[config.mk]
export PLATFORM = sky130hd
export DESIGN_NAME = fetch_stage_flat
export DESIGN_NICKNAME = d
export VERILOG_FILES = /design/src/rtl/mips_pkg.sv /design/src/rtl/fetch_stage_if.sv /design/src/rtl/ifid_reg.sv /design/src/rtl/fetch_stage.sv /design/src/flat_wrapper.sv
export SDC_FILE = /design/constraint.sdc
export NUM_CORES = 1
export LEC_CHECK = 0
export BUFFER_PORTS_ARGS = -buffer_cell sky130_fd_sc_hd__buf_2
export CAP_MARGIN = 20
export CORE_MARGIN = 2
export CORE_UTILIZATION = 40
export DETAILED_ROUTE_END_ITERATION = 12
export PLACE_DENSITY = 0.76
export RECOVER_POWER = 100
export SYNTH_ARGS = -nofsm -noshare
export SYNTH_HDL_FRONTEND = slang
export SYNTH_SLANG_ARGS = --single-unit
[constraint.sdc]
create_clock -name clk -period 1.66 [get_ports clk]
set_input_delay 0.083 -clock clk [delete_from_list [all_inputs] [get_ports clk]]
set_output_delay 0.083 -clock clk [all_outputs]
set_load 0.005 [all_outputs]
[src/rtl/mips_pkg.sv]
// Shared MIPS core types: fetch FSM states, IF/ID payload, reset constants.
package mips_pkg;

  localparam int unsigned XLEN = 32;

  localparam logic [XLEN-1:0] NOP_INSTR        = 32'h0000_0000;
  localparam logic [XLEN-1:0] DEFAULT_RESET_PC = 32'h0000_0000;

  typedef enum logic [1:0] {
    BOOT  = 2'd0,
    FETCH = 2'd1,
    HOLD  = 2'd2
  } fetch_state_e;

  typedef struct packed {
    logic [XLEN-1:0] instr;
    logic [XLEN-1:0] pc;
    logic [XLEN-1:0] pc4;
  } ifid_payload_t;

  // Force a byte address onto a word boundary.
  function automatic logic [XLEN-1:0] word_align(input logic [XLEN-1:0] addr);
    return {addr[XLEN-1:2], 2'b00};
  endfunction

endpackage

[src/rtl/fetch_stage_if.sv]
// Instruction-memory req/gnt bus between the fetch stage and instruction memory.
interface fetch_stage_if;
  import mips_pkg::*;

  logic            imem_req;
  logic [XLEN-1:0] imem_addr;
  logic            imem_gnt;
  logic [XLEN-1:0] imem_rdata;

  modport master (
    output imem_req,
    output imem_addr,
    input  imem_gnt,
    input  imem_rdata
  );

  modport slave (
    input  imem_req,
    input  imem_addr,
    output imem_gnt,
    output imem_rdata
  );

endinterface

[src/rtl/ifid_reg.sv]
// IF/ID pipeline register: payload plus valid, with load / clear / hold.
module ifid_reg
  import mips_pkg::*;
(
  input  logic          clk,
  input  logic          rst_n,
  input  logic          load_i,
  input  logic          clr_i,
  input  ifid_payload_t payload_i,
  output logic          valid_o,
  output ifid_payload_t payload_o
);

  logic          valid_q;
  ifid_payload_t payload_q;

  // Load beats clear: a loaded instruction is younger than whatever is flushed.
  always_ff @(posedge clk) begin
    if (!rst_n) begin
      valid_q   <= 1'b0;
      payload_q <= '{instr: NOP_INSTR, pc: '0, pc4: '0};
    end else if (load_i) begin
      valid_q   <= 1'b1;
      payload_q <= payload_i;
    end else if (clr_i) begin
      valid_q   <= 1'b0;
    end
  end

  assign valid_o   = valid_q;
  assign payload_o = payload_q;

endmodule

[src/rtl/fetch_stage.sv]
// Instruction-fetch stage: PC, imem req/gnt, skid for stalled grants, IF/ID.
module fetch_stage
  import mips_pkg::*;
#(
  parameter logic [31:0] RESET_PC = DEFAULT_RESET_PC
) (
  input  logic                clk,
  input  logic                rst_n,
  fetch_stage_if.master       imem,
  output logic [XLEN-1:0]     pc_o,
  input  logic [XLEN-1:0]     next_pc_i,
  input  logic                stall_i,
  input  logic                flush_i,
  input  logic                redirect_i,
  input  logic [XLEN-1:0]     redirect_pc_i,
  output logic                ifid_valid_o,
  output logic [XLEN-1:0]     ifid_instr_o,
  output logic [XLEN-1:0]     ifid_pc_o,
  output logic [XLEN-1:0]     ifid_pc4_o
);

  fetch_state_e    state_q, state_d;
  logic [XLEN-1:0] pc_q, pc_d;
  logic [XLEN-1:0] skid_q, skid_d;
  logic            req_q, req_d;

  logic            ifid_load_c;
  logic            ifid_clr_c;
  logic [XLEN-1:0] ifid_instr_c;
  ifid_payload_t   ifid_in_c;
  ifid_payload_t   ifid_out_c;

  // Next-state and IF/ID control; redirect > load > flush > stall in every state.
  always_comb begin
    state_d      = state_q;
    pc_d         = pc_q;
    skid_d       = skid_q;
    ifid_load_c  = 1'b0;
    ifid_clr_c   = 1'b0;
    ifid_instr_c = imem.imem_rdata;
    case (state_q)
      BOOT: begin
        state_d = FETCH;
        if (redirect_i) begin
          pc_d       = word_align(redirect_pc_i);
          ifid_clr_c = 1'b1;
        end else begin
          ifid_clr_c = flush_i;
        end
      end
      FETCH: begin
        if (redirect_i) begin
          pc_d       = word_align(redirect_pc_i);
          ifid_clr_c = 1'b1;
        end else if (imem.imem_gnt) begin
          if (!stall_i) begin
            ifid_load_c = 1'b1;
            pc_d        = next_pc_i;
          end else begin
            skid_d     = imem.imem_rdata;
            state_d    = HOLD;
            ifid_clr_c = flush_i;
          end
        end else begin
          // A missing grant without stall leaves a bubble behind.
          ifid_clr_c = !stall_i || flush_i;
        end
      end
      HOLD: begin
        ifid_instr_c = skid_q;
        if (redirect_i) begin
          pc_d       = word_align(redirect_pc_i);
          ifid_clr_c = 1'b1;
          state_d    = FETCH;
        end else if (!stall_i) begin
          ifid_load_c = 1'b1;
          pc_d        = next_pc_i;
          state_d     = FETCH;
        end else begin
          ifid_clr_c = flush_i;
        end
      end
      default: begin
        state_d = BOOT;
      end
    endcase
    req_d = (state_d == FETCH);
  end

  // FSM, PC, skid and request registers.
  always_ff @(posedge clk) begin
    if (!rst_n) begin
      state_q <= BOOT;
      pc_q    <= RESET_PC;
      skid_q  <= NOP_INSTR;
      req_q   <= 1'b0;
    end else begin
      state_q <= state_d;
      pc_q    <= pc_d;
      skid_q  <= skid_d;
      req_q   <= req_d;
    end
  end

  assign ifid_in_c = '{instr: ifid_instr_c, pc: pc_q, pc4: next_pc_i};

  ifid_reg u_ifid_reg (
    .clk       (clk),
    .rst_n     (rst_n),
    .load_i    (ifid_load_c),
    .clr_i     (ifid_clr_c),
    .payload_i (ifid_in_c),
    .valid_o   (ifid_valid_o),
    .payload_o (ifid_out_c)
  );

  assign pc_o           = pc_q;
  assign imem.imem_req  = req_q;
  assign imem.imem_addr = word_align(pc_q);
  assign ifid_instr_o   = ifid_out_c.instr;
  assign ifid_pc_o      = ifid_out_c.pc;
  assign ifid_pc4_o     = ifid_out_c.pc4;

endmodule

[src/flat_wrapper.sv]
// flat-port wrapper written by rule: the top's interface ports become plain ports
module fetch_stage_flat import mips_pkg::*;
#(
  parameter logic [31:0] RESET_PC = DEFAULT_RESET_PC
)
  (clk, rst_n, pc_o, next_pc_i, stall_i, flush_i, redirect_i, redirect_pc_i, ifid_valid_o, ifid_instr_o, ifid_pc_o, ifid_pc4_o, imem_imem_req, imem_imem_addr, imem_imem_gnt, imem_imem_rdata);
  fetch_stage_if imem_i ();
  input  logic clk;
  input  logic rst_n;
  output logic [XLEN-1:0] pc_o;
  input  logic [XLEN-1:0] next_pc_i;
  input  logic stall_i;
  input  logic flush_i;
  input  logic redirect_i;
  input  logic [XLEN-1:0] redirect_pc_i;
  output logic ifid_valid_o;
  output logic [XLEN-1:0] ifid_instr_o;
  output logic [XLEN-1:0] ifid_pc_o;
  output logic [XLEN-1:0] ifid_pc4_o;
  output wire logic [$bits(imem_i.imem_req)-1:0] imem_imem_req;
  output wire logic [$bits(imem_i.imem_addr)-1:0] imem_imem_addr;
  input wire logic [$bits(imem_i.imem_gnt)-1:0] imem_imem_gnt;
  input wire logic [$bits(imem_i.imem_rdata)-1:0] imem_imem_rdata;
  assign imem_imem_req = imem_i.imem_req;
  assign imem_imem_addr = imem_i.imem_addr;
  assign imem_i.imem_gnt = imem_imem_gnt;
  assign imem_i.imem_rdata = imem_imem_rdata;
  fetch_stage #(.RESET_PC(RESET_PC)) u_core (.clk(clk), .rst_n(rst_n), .imem(imem_i), .pc_o(pc_o), .next_pc_i(next_pc_i), .stall_i(stall_i), .flush_i(flush_i), .redirect_i(redirect_i), .redirect_pc_i(redirect_pc_i), .ifid_valid_o(ifid_valid_o), .ifid_instr_o(ifid_instr_o), .ifid_pc_o(ifid_pc_o), .ifid_pc4_o(ifid_pc4_o));
endmodule
==> flow_summary.toml <==
[hold_path]
whs_endpoint = "u_core.u_ifid_reg.valid_o"
hp-class = "input port to register"
min_from = "flush_i"
holdPathStages = 3

[layout]
regArea_um2 = 3290
nNetsFinal = 1253
area_growth_pct = 49.0
fill_cells = 1458
multiInputGateArea_um2 = 3380
drive_above_1_share = 0.238
final_cell_count_no_fill = 1386

[yosys]
seq_area_frac_synth = 0.461
syn_inst = 832
synth_xor_area_frac = 0
yosysWarnings = 0
synth_top_family_by_area = "compound AO/OA/AOI/OAI gates"
syn-cell-area_um2 = 7120
synthSimpleGateAreaFrac = 0.152
synth-adder-area-share = 0.00703
yosysTopAreaCellShare = 0.461
yosysUniqueCellTypes = 34
synth-compound-area-share = 0.239
syn_area_per_cell_um2 = 8.56
synth_top_area_cell = "dfxtp_1"
ys_ff_latch = 164
synth.mux.area_fraction = 0.0478
yosys-top-cells-area = "dfxtp_1 (46%), a21oi_1 (6.9%), nand3_1 (6.9%)"

[routing]
via_per_inst = 5.71
wl_met1_um = 10500
wl_met3_um = 2510
via_count = 7912
drc = 0
dr.pass1.iters = 6
ant_nets = 0
routed_wl_um = 27000
highest_layer = "met4"
wire_per_inst_um = 19.5
drtIter0Drc = 670
wl_met2_um = 13100

[timing]
setup-tns-final_ps = -5140
finalHoldWorstSlack_ps = 163
setup-violations-final = 95
rsz0062_at_grt = "yes"
skew_ps = 8.22
fin_ws_ps = -138
period_share = 1.08
hold_viol = 0
clock.fmax_mhz = 556
finalMaxSlewViolations = 0
period_needed_ps = 1800

[setup_path]
arrival_ps = 2120
critPathRequiredTime_ps = 1980
r2r-start = "u_core.state_q[0]"
regToRegSetupSlack_ps = -140
cp-end-kind = "register"
startpoint_type = "register"
crit_fanout = 8
r2r-end = "u_core.pc_o[3]"
worstRegToRegCells = 8
crit_type = "register to register"

[die]
ioPinCount = 264
rows = 48
die_h_um = 137
dieArea_um2 = 18900
start_util = 0.410
fp.dieW_um = 137
fp.coreArea_um2 = 17400

[clock_tree]
htreeDepth = 4
clk_pin_slew_ps = 70
ctsLongestPathBuffers = 2
cts_tree = "built"
cts-buffers-inserted = 17
clk_latency_ps = 430
cts.root.buffer_cell = "clkbuf_16"
clock_sinks = 164

[global_route]
grt_pass1_vias = 7380
grt_max_degree = 48
grt_pass1_wl_um = 37900
grt_antenna_before_repair = 3
grt.total_usage = 0.258
grt_overflow = 0

[job]
drv_cap = 0

[placement]
dpl.hpwl_um = 14800
place_inst = 1238
gp_congestion = 0.858
portBuffers = 259

[power_and_ir_drop]
p_total_mw = 9.68
power_density_nw_per_um2 = 912
ir_drop_mv = 0.731
p_leak_nw = 4.38

[run_status]
outcome = "finished, violations left"
violations = "negative setup slack"
flip-flops by register name, indices dropped and copies added (netlist names):
| signal | count |
|---|---|
| u_core.pc_o | 32 |
| u_core.state_q | 2 |
| u_core.skid_q | 32 |
| u_core.u_ifid_reg.valid_o | 1 |
| u_core.imem.imem_req | 1 |
| u_core.u_ifid_reg.payload_o | 96 |
cell type report:
cell class                 count  area share
multi-input combinational    544       0.319
inverter                       5     0.00200
clock inverter                10     0.00719
sequential                   164       0.310
timing repair buffer         415       0.291
clock buffer                  21      0.0443
tap                          225      0.0265
antenna                        2    0.000472
cell usage after synthesis:
master       n
a21oi_1     98
o311a_1      1
nor3_1       1
and4b_1      1
a211oi_2     1
dfxtp_1    164
nand4b_1     1
nor2_2       1
o21ai_1     60
buf_4       39
buf_2       31
clkbuf_1    45
nand3_1     98
nor4bb_1     2
and3b_1      1
o211a_1     33
nand2b_1     4
a311oi_1    30
nand2_1    126
a211oi_1    31
conb_1       1
o21ai_0      5
mux2i_1     34
inv_1        4
clkbuf_2     1
inv_2        1
a2111oi_0    2
ha_1         4
nor2_1       1
buf_1        4
nor2b_1      2
or3b_1       1
a21o_1       3
nor3b_2      1
critical path, cell delays in order, from the launching register on:
cell and delay [ps]:
dfxtp_2 330, inv_2 50, ha_4 260, buf_12 130
a211oi_4 290, buf_6 170, clkbuf_16 170, a211oi_2 60
a311oi_1 240
logic make-up (layout without fill, tap and decap cells):
| logic type | count (synthesis) | in the layout |
|---|---|---|
| adders and majority gates | 4 | 4 |
| AOI/OAI and AO/OA | 264 | 264 |
| buffers and inverters | 125 | 451 |
| other | 1 | 4 |
| DFF | 164 | 164 |
| muxes | 34 | 34 |
| and+or+nand+nor | 240 | 240 |
report_power, final:
part | total, mW | internal, mW | switching, mW
Sequential | 4.22 | 4.07 | 0.144
Clock | 3.70 | 2.04 | 1.66
Combinational | 1.77 | 0.833 | 0.934
per-stage QoR:
| step | util | area, um2 | setup WS, ps |
|---|---|---|---|
| floorplan | - | 7160 | 12.2 |
| global placement | 0.503 | 8720 | -31.4 |
| detailed placement | 0.503 | 8720 | -89.4 |
| CTS | 0.598 | 10400 | -81.3 |
| global route | 0.611 | 10600 | -173 |
| finish | 0.611 | 10600 | -138 |
routing by layer:
layer,vias to the layer above,global-route usage
met5,-,0
met4,0,0.106
met3,87,0.0651
met2,489,0.446
met1,3745,0.304
li1,3591,-
cells in the final DEF (no fill, tap or decap), types with 30 or more instances in the layout:
| cell | count |
|---|---|
| a311oi_1 | 30 |
| a21oi_1 | 94 |
| buf_2 | 143 |
| o21ai_1 | 50 |
| dlygate4sd3_1 | 95 |
| nand3_1 | 97 |
| nand2_1 | 126 |
| o211a_1 | 33 |
| dfxtp_1 | 162 |
| mux2i_1 | 34 |
| clkbuf_1 | 116 |
timing repair:
action,4_1_cts,5_1_grt
endpoints found under the setup margin,92,141
hold buffers,95,0
gates resized for setup,13,35
pin swaps,0,25
endpoints found under the hold margin,97,0
setup buffers,2,5
cloned,3,10
worst max-delay path by stage:
stage	startpoint	to	depth (start not counted)
global placement	u_core.state_q[1]	u_core.u_ifid_reg.payload_o[31]	7
floorplan	u_core.state_q[0]	u_core.u_ifid_reg.payload_o[44]	7
detailed placement	u_core.state_q[0]	u_core.pc_o[13]	7
finish	u_core.state_q[0]	u_core.pc_o[3]	8
global route	u_core.state_q[1]	u_core.pc_o[12]	8
CTS	u_core.state_q[0]	u_core.pc_o[13]	7
(Power assumes the default switching activity.)
